File: config.mk
export PLATFORM = sky130hd
export DESIGN_NAME = count_pwm_gen
export DESIGN_NICKNAME = d
export VERILOG_FILES = /design/src/rtl/count_pwm_gen.sv
export SDC_FILE = /design/constraint.sdc
export NUM_CORES = 1
export LEC_CHECK = 0
export ABC_AREA = 1
export CAP_MARGIN = 20
export CORE_MARGIN = 2
export CORE_UTILIZATION = 25
export CTS_CLUSTER_SIZE = 20
export DETAILED_ROUTE_END_ITERATION = 8
export PLACE_DENSITY_LB_ADDON = 0.3
export SLEW_MARGIN = 20
export SYNTH_ARGS = -nofsm -noshare
export SYNTH_HDL_FRONTEND = slang
export SYNTH_SLANG_ARGS = --single-unit
export TNS_END_PERCENT = 50
File: constraint.sdc
create_clock -name clk -period 1.7 [get_ports clk]
set_input_delay 0.34 -clock clk [delete_from_list [all_inputs] [get_ports clk]]
set_output_delay 0.34 -clock clk [all_outputs]
set_load 0.05 [all_outputs]
File: src/rtl/count_pwm_gen.sv
// rtl/count_pwm_gen.sv - PWM generator driven by an external up-counter's Q bus
//
// Turns a free-running WIDTH-bit count into a registered PWM waveform, emits a
// one-cycle period pulse on each MAX->0 wrap, and double-buffers the duty value
// so that a write never changes the duty of a period already in progress.
//
// Optional feature macro: COUNT_PWM_STEP_CHECK_EN
//   When defined, a sticky step_err flags any count step other than hold or +1
//   while running. When undefined, step_err is tied low and err_clr is ignored.
//
// Ports:
//   clk           in   1        rising-edge clock
//   reset         in   1        synchronous, active-low reset
//   count_in      in   WIDTH    counter value Q
//   duty_wr       in   1        load duty_in into the pending duty register
//   duty_in       in   WIDTH+1  requested high-count per period (saturates to 2**WIDTH)
//   err_clr       in   1        clear sticky step_err
//   pwm_out       out  1        registered PWM output
//   period_pulse  out  1        one-cycle pulse per detected wrap
//   duty_active   out  WIDTH+1  duty currently in force
//   step_err      out  1        sticky illegal-step flag
module count_pwm_gen #(
  parameter int WIDTH = 3
) (
  input  logic             clk,
  input  logic             reset,
  input  logic [WIDTH-1:0] count_in,
  input  logic             duty_wr,
  input  logic [WIDTH:0]   duty_in,
  input  logic             err_clr,
  output logic             pwm_out,
  output logic             period_pulse,
  output logic [WIDTH:0]   duty_active,
  output logic             step_err
);

  localparam logic [WIDTH-1:0] CNT_MAX   = '1;
  localparam logic [WIDTH:0]   DUTY_FULL = {1'b1, {WIDTH{1'b0}}};

  typedef enum logic {
    SYNC = 1'b0,
    RUN  = 1'b1
  } state_t;

  state_t           state;
  state_t           next_state;
  logic [WIDTH-1:0] cnt_q;
  logic             cnt_vld;     // cnt_q holds a real sample (not the reset value)
  logic [WIDTH:0]   pending;
  logic             pend_vld;
  logic [WIDTH:0]   duty_sat;
  logic [WIDTH:0]   duty_next;
  logic             wrap_evt;

  always_comb begin
    duty_sat   = (duty_in > DUTY_FULL) ? DUTY_FULL : duty_in;
    wrap_evt   = cnt_vld && (cnt_q == CNT_MAX) && (count_in == '0);
    next_state = wrap_evt ? RUN : state;
    // A write coinciding with the wrap bypasses the pending register.
    duty_next  = duty_active;
    if (wrap_evt) begin
      if (duty_wr)       duty_next = duty_sat;
      else if (pend_vld) duty_next = pending;
    end
  end

  always_ff @(posedge clk) begin
    if (!reset) begin
      state        <= SYNC;
      cnt_q        <= '0;
      cnt_vld      <= 1'b0;
      pending      <= '0;
      pend_vld     <= 1'b0;
      duty_active  <= '0;
      period_pulse <= 1'b0;
      pwm_out      <= 1'b0;
    end else begin
      state        <= next_state;
      cnt_q        <= count_in;
      cnt_vld      <= 1'b1;
      duty_active  <= duty_next;
      period_pulse <= wrap_evt;
      pwm_out      <= (next_state == RUN) && ({1'b0, count_in} < duty_next);
      if (wrap_evt) begin
        pend_vld <= 1'b0;
      end else if (duty_wr) begin
        pending  <= duty_sat;
        pend_vld <= 1'b1;
      end
    end
  end

`ifdef COUNT_PWM_STEP_CHECK_EN
  logic [WIDTH-1:0] cnt_inc;
  logic             bad_step;

  always_comb begin
    cnt_inc  = cnt_q + 1'b1;
    bad_step = (state == RUN) && (count_in != cnt_q) && (count_in != cnt_inc);
  end

  // Set has priority over clear so an error in the clearing cycle is not lost.
  always_ff @(posedge clk) begin
    if (!reset)        step_err <= 1'b0;
    else if (bad_step) step_err <= 1'b1;
    else if (err_clr)  step_err <= 1'b0;
  end
`else
  logic unused_err_clr;
  assign unused_err_clr = err_clr;
  assign step_err       = 1'b0;
`endif

endmodule

=== Word-level counts from Yosys, hierarchy flattened ===
Cells that the tools add are included.

* Register bits after elaboration: 16
* Input bits: 11
* Output and inout port bits: 7
* Logic and storage cells: 25

* Magnitude comparators: 2
* Equality and inequality tests: 1
* Mux-type cells: 6
* Bitwise gates (word level): 2
* Reduce and logical (&&, ||, !) cells: 6

{| class="wikitable"
|+ Operators with widths
! operator !! number
|-
| 4-bit two-way mux || 4
|-
| 4-bit > comparator (second input constant) || 1
|-
| 3-bit by 4-bit less-than comparator with 1-bit output || 1
|-
| 3-bit == test (second input constant) || 1
|-
| 1-bit logical AND || 3
|-
| 3-bit logical NOT || 1
|-
| 1-bit two-way mux || 2
|-
| 1-bit NOT || 2
|-
| 2-bit AND reduction || 1
|-
| 2-bit OR reduction || 1
|}

=== Depth between registers and ports, before layout ===
* Word-level depth: 6
* Gate-level depth with buffers: 12
* Mapped depth without buffers: 12

=== Worst setup path after synthesis ===
No wires, ideal clock.

* Path kind: input to register
* From: in count_in[1]
* To: reg pwm_out
* Library setup time: 0.121 ns
* Arrival time: 1.357 ns
* Required time: 1.579 ns
* Setup slack: 0.222 ns
* Stages on the path: 10
* Buffers on the path: 0
* Path through: nor3_2 > nand2_2 > nor2_1 > o21ai_0 > ha_1 > inv_1 > nor2_1 > nand2_1 > nand2_1 > nor2_1

* Word-level cells in the longest chain between the ends: 5
* Elaborated cells between the ends (all ways): 6
* Those cells by class: order compare (1); mux (2); reduce/logical (3)

{| class="wikitable"
|+ Ends and longest elaborated chain
! what !! line !! text
|-
| from (decl) || 27 || <nowiki>input logic [WIDTH-1:0] count_in,</nowiki>
|-
| 3-bit logical NOT || 57 || <nowiki>wrap_evt = cnt_vld && (cnt_q == CNT_MAX) && (count_in == '0);</nowiki>
|-
| 1-bit logical AND || 57 ||
|-
| 4-bit two-way mux || 61 || <nowiki>if (wrap_evt) begin</nowiki>
|-
| 3-bit by 4-bit less-than comparator with 1-bit output || 83 || <nowiki>pwm_out <= (next_state == RUN) && ({1'b0, count_in} < duty_next);</nowiki>
|-
| 1-bit logical AND (*) || 83 ||
|-
| to (signal assigned) || 83 ||
|-
| to (decl) || 31 || <nowiki>output logic pwm_out,</nowiki>
|}

Mark *: on every way between the ends. The rest lies on a longest branch, timed or not.
A chain may end at the register's enable or synchronous reset.

=== Final worst setup path ===
* From: in duty_in[3]
* To: reg pwm_out

* Word-level cells in the longest chain between the ends: 6

{| class="wikitable"
|+ Ends and longest elaborated chain
! what !! line !! text
|-
| from (decl) || 29 || <nowiki>input logic [WIDTH:0] duty_in,</nowiki>
|-
| 4-bit > comparator || 56 || <nowiki>duty_sat = (duty_in > DUTY_FULL) ? DUTY_FULL : duty_in;</nowiki>
|-
| 4-bit two-way mux (*) || 56 ||
|-
| 4-bit two-way mux (*) || 62 || <nowiki>if (duty_wr) duty_next = duty_sat;</nowiki>
|-
| 4-bit two-way mux (*) || 61 ||
|-
| 3-bit by 4-bit less-than comparator with 1-bit output (*) || 83 ||
|-
| 1-bit logical AND (*) || 83 ||
|}

Marked as above.

==> out/summary.txt <==
Req. time, crit path - 1870 ps
setup slack, reg-to-reg - 200 ps
CP arrival - 1760 ps
Top FF cell, synth - dfxtp_1
Reg power frac - 0.528
Synth area leader - dfxtp_1
# diodes - 0
io pins - 18
DRC - 0
Reg2Reg Depth - 11
fin crit share - 0.935
DP Cell Count - 164
fin. max-slew vios - 0
crit path max fanout - 3
crit path time final - 1590 ps
Post-Synthesis Net Count - 117
Worst Setup EP - pwm_out
Layout Cells excl Fill - 169
dpl ws - -341 ps
H-Tree Depth - 1
Synth cell types - 18
drt initial violations - 9
Finish-stage setup viols - 0
deepest clock path buffer count - 2
HP Class - input pin to flop
clock share of power - 0.336
clock buffer count from CTS - 3
die span in y - 58.0 um
register area - 320 um^2
top cells by area, synth - dfxtp_1 44%, nand2_1 15%, inv_1 8.7%
Post-synth EDFFs - 0
die area - 3370 um^2
Max Cap Viol - 0
Filler cells - 297
routed len/inst - 9.29 um
DR vias/cell - 4.26
Pleak - 0.569 nW
CTS clk-pin slew, worst paths - 90 ps
hold_sp - count_in[0]
PortBufs - 15
antenna violations before repair - 0
Synth Cell Area - 729 um^2
internal power - 566 uW
Detailed Place HPWL - 1270 um
Synth async-reset ratio - 0
P_sw - 178 uW
Worst Slack Setup Final - 111 ps
Global Route Usage Sum - 0.111
CP startpoint kind - input pin
FF-to-FF End - pwm_out
Total Wirelength - 1570 um
register bit count reported by yosys - 16
clock skew - 8.59 ps
post-synthesis sequential area ratio - 0.439
Worst Setup End Kind - flop
Initial Util - 0.265
Routed Antenna Nets - 0
Post-Syn Instances - 104
switch share - 0.239
Fin. Hold Viols - 0
Area Growth Syn to Fin - 47.2%
pin count of the biggest net entering global routing - 10
Final nets - 152
root buffer cell - clkbuf_4
Chip Width - 58.0 um
maximum VDD drop - 0.348 mV
Synth Warn # - 0
Clock Latency Late Sink - 290 ps
CTS tree - done
routability cong. - 0.852
multi-input gate area in the final layout - 345 um^2
Mean Syn Cell Area - 7.01 um^2
Congestion Overflow GR - 0
ratio of total power to cell area - 693 nW/um^2
r2r startpoint - cnt_q[0]
status - complete, no violations
area share of the largest cell type after synthesis - 0.439
Via Count - 720
f_max - 0.629 GHz
vias in the first global route - 691
Post-synth top cells - 30 x nand2_1, 17 x inv_1, 16 x dfxtp_1, 13 x nor2_1, 6 x o21ai_0
first-pass iteration count of the detailed router - 2
std cell rows - 19
core area - 2760 um^2
Setup CP Type - input pin to flop
Total Power - 744 uW
first-pass GRT wire length - 2840 um
top-count cell post-synth - nand2_1
CP startpoint - duty_in[3]
share of cells above drive strength 1 - 0.268
CTS sink cnt - 16
combinational share of power - 0.136
-- cell type report --
cell class	instances	share of cell area
multi-input cells	69	0.322
inverters	18	0.0629
flip-flops and latches	16	0.298
repair buffers	31	0.247
clock buffers	4	0.0338
well taps	31	0.0361
-- worst min-delay path by stage --
stage | to | cells after the start
2_1_floorplan | cnt_vld | 0
3_3_place_gp | pending[3] | 2
3_5_place_dp | pending[3] | 2
4_1_cts | pending[3] | 2
5_1_grt | cnt_q[0] | 4
6_report | cnt_q[0] | 4
-- layer usage --
metal / GRT usage / wire length, um
met4: 0.0698 / 50
met2: 0.172 / 674
met3: 0.0335 / 72
met1: 0.135 / 772
met5: 0 / 0
-- state kept, by name (all words and copies together), names as in the netlist --
signal / count
cnt_q: 3
cnt_vld: 1
duty_active: 4
pend_vld: 1
pending: 4
period_pulse: 1
pwm_out: 1
state: 1
-- what timing repair did --
action	4_1_cts	5_1_grt
setup endpoints to repair	1	1
pin swaps	0	4
buffers inserted	0	1
hold buffers	0	0
resized for setup	1	10
-- metrics by stage --
step / area [um^2] / TNS [ps] / util / hold WS (ps)
2_1_floorplan: 729 / 0 / - / 368
4_1_cts: 1040 / 0 / 0.379 / 469
3_3_place_gp: 1010 / -340 / 0.366 / 460
5_1_grt: 1070 / -25.5 / 0.389 / 448
6_report: 1070 / 0 / 0.389 / 431
3_5_place_dp: 1010 / -362 / 0.366 / 454
-- worst max-delay path, cell delays in order --
cell             delay, ps
clkdlybuf4s50_1        450
inv_2                   80
nand2_1                 50
nand2_1                 70
o21ai_0                 90
nand2_1                 90
o21ai_2                 70
ha_1                   270
inv_1                   30
nor2_1                  90
nand2_1                 60
nand2_1                 50
nor2_1                  40
-- cell usage in the layout (no fill, tap or decap), types with 2 or more instances in the layout --
cell type / instances
a21oi_1: 3
buf_4: 22
clkbuf_4: 3
clkdlybuf4s50_1: 5
dfxtp_1: 16
dlymetal6s2s_1: 4
ha_1: 2
inv_1: 15
inv_2: 3
nand2_1: 30
nand2_2: 2
nand3_1: 4
nor2_1: 12
o21ai_0: 4
o21ai_1: 3
-- kinds of logic (layout without fill, tap and decap cells) --
family	Yosys count	in the layout	share of synthesized area
and+or+nand+nor	53	53	0.312
buffers and inverters	19	53	0.103
DFF	16	16	0.439
AOI/OAI and AO/OA	13	13	0.106
adders and majority gates	2	2	0.0343
other	1	1	0.00514
-- power by group through the flow --
stage | registers, mW | clock network (mW) | logic, mW
2_1_floorplan | 0.400 | 0 | 0.0488
3_3_place_gp | 0.401 | 0 | 0.0999
3_5_place_dp | 0.402 | 0 | 0.101
4_1_cts | 0.393 | 0.264 | 0.101
5_1_grt | 0.395 | 0.273 | 0.114
6_report | 0.393 | 0.250 | 0.101
Note: power is estimated with default switching activity, not from simulation.
==> RTL change (same flow settings) <==
Add a define of `COUNT_PWM_STEP_CHECK_EN`.
--- a/src/rtl/count_pwm_gen.sv
+++ b/src/rtl/count_pwm_gen.sv
@@ -20,4 +20,6 @@
 //   duty_active   out  WIDTH+1  duty currently in force
 //   step_err      out  1        sticky illegal-step flag
+`define COUNT_PWM_STEP_CHECK_EN
+
 module count_pwm_gen #(
   parameter int WIDTH = 3
Formal check against the unedited RTL: not equivalent (Yosys sat finds a counterexample within 4 cycles, from zero or initial values and one cycle with reset low).
==> RTL change against the unedited design <==
Sequential power is 6.6% higher; largest cell class unchanged; total power is 4.7% higher; setup slack worse by 70 ps; design area is 21% higher; area after synthesis is 17% higher; sequential cell count is 1 higher; clock skew is 5.7 ps lower; largest power group unchanged; wire length is 24% higher.
==> RTL change: results (changes against the unedited design) <==
| Metric | Value |
|---|---|
| Status | `finished, final reports clean` |
| Fill cells | `378 (+27%)` |
| Critical path fanouts, max | `2 (-1)` |
| Placer congestion estimate | `0.785 (-7.9%)` |
| Post-synth top cells | `nand2_1, dfxtp_1, inv_1` |
| Worst hold start | `pending[0]$_SDFFE_PN0P_` |
| Peak VDD IR | `0.344 mV (-1.2%)` |
| Met2 usage | `0.195 (+0.0228)` |
| Non-clk invs | `16 (-2)` |
| Gate Count Post-Synth | `113 (+8.7%)` |
| Global Route met3 Usage | `0.0396 (+0.00616)` |
| LEAKAGE | `0.633 nW (+11%)` |
| Largest net degree at the start of global routing | `12 (+2)` |
| Met3 wire len | `101 um (+40%)` |
| Register-to-register setup slack | `40 ps (-160 ps)` |
| Nonclk buf count | `38 (+23%)` |
| Hold Path Depth | `2 (-2)` |
| Seq/Total Area, Yosys | `0.398 (-0.0409)` |
| Gate family responsible for the most delay along the worst path | `adder cells` |
| Post-cts repair resize count | `2 (+1)` |
| Port Buffers | `17 (+2)` |
| GRT Resource Usage Total | `0.112 (+0.000452)` |
| Worst Skew | `2.89 ps (-5.70 ps)` |
| First-pass GRT wire length | `3.49 mm (+23%)` |
| Wire length on met1 | `844 um (+9.3%)` |
| Multi-input gates | `79 (+14%)` |
| Non-Filler Instances | `200 (+18%)` |
RTL change: cell count changes after synthesis, moves of 2 or more:
cell and change:
a21oi_1 +3, xnor2_1 +4, inv_2 +2, nor3_1 +2, nor2_1 -5, ha_1 +2
o21ai_0 -3, inv_1 -4, nand3_1 -2, nand2_1 +3
RTL change: power by group through the flow:
stage / Sequential [mW] / Combinational [mW] / Clock [mW]
after floorplan: 0.427 / 0.0660 / 0
after global placement: 0.428 / 0.132 / 0
after detailed placement: 0.428 / 0.133 / 0
after CTS: 0.419 / 0.137 / 0.238
after global routing: 0.421 / 0.153 / 0.252
final: 0.419 / 0.135 / 0.224
RTL change: per-stage QoR:
stage	power, mW	setup TNS (ps)	hold WS, ps	setup WS, ps	instance area [sq um]
floorplan	0.493	0	368	10.4	887
global placement	0.560	-574	457	-321	1220
detailed placement	0.562	-766	462	-337	1220
CTS	0.794	0	478	2.14	1290
global route	0.826	-102	512	-98.8	1300
finish	0.779	0	475	41.1	1300
RTL change: how the worst max path moves through the flow:
stage	from	end	slack, ps	depth (start not counted)
final	cnt_q[0]$_SDFF_PN0_	pwm_out$_SDFF_PN0_	40	12
after floorplan	cnt_q[0]$_SDFF_PN0_	pwm_out$_SDFF_PN0_	10	11
after CTS	cnt_q[0]$_SDFF_PN0_	pwm_out$_SDFF_PN0_	2	13
after detailed placement	count_in[2]	pwm_out$_SDFF_PN0_	-340	10
after global routing	cnt_q[0]$_SDFF_PN0_	pwm_out$_SDFF_PN0_	-100	12
after global placement	duty_wr	pwm_out$_SDFF_PN0_	-320	12
RTL change: cell families after synthesis:
family	count (synthesis)	share of synthesized area
adders and majority gates	4	0.0586
DFF	17	0.398
xor gates and xnor gates	5	0.0512
and+or+nand+nor	56	0.328
buffers and inverters	17	0.0747
AOI/OAI and AO/OA	14	0.0893
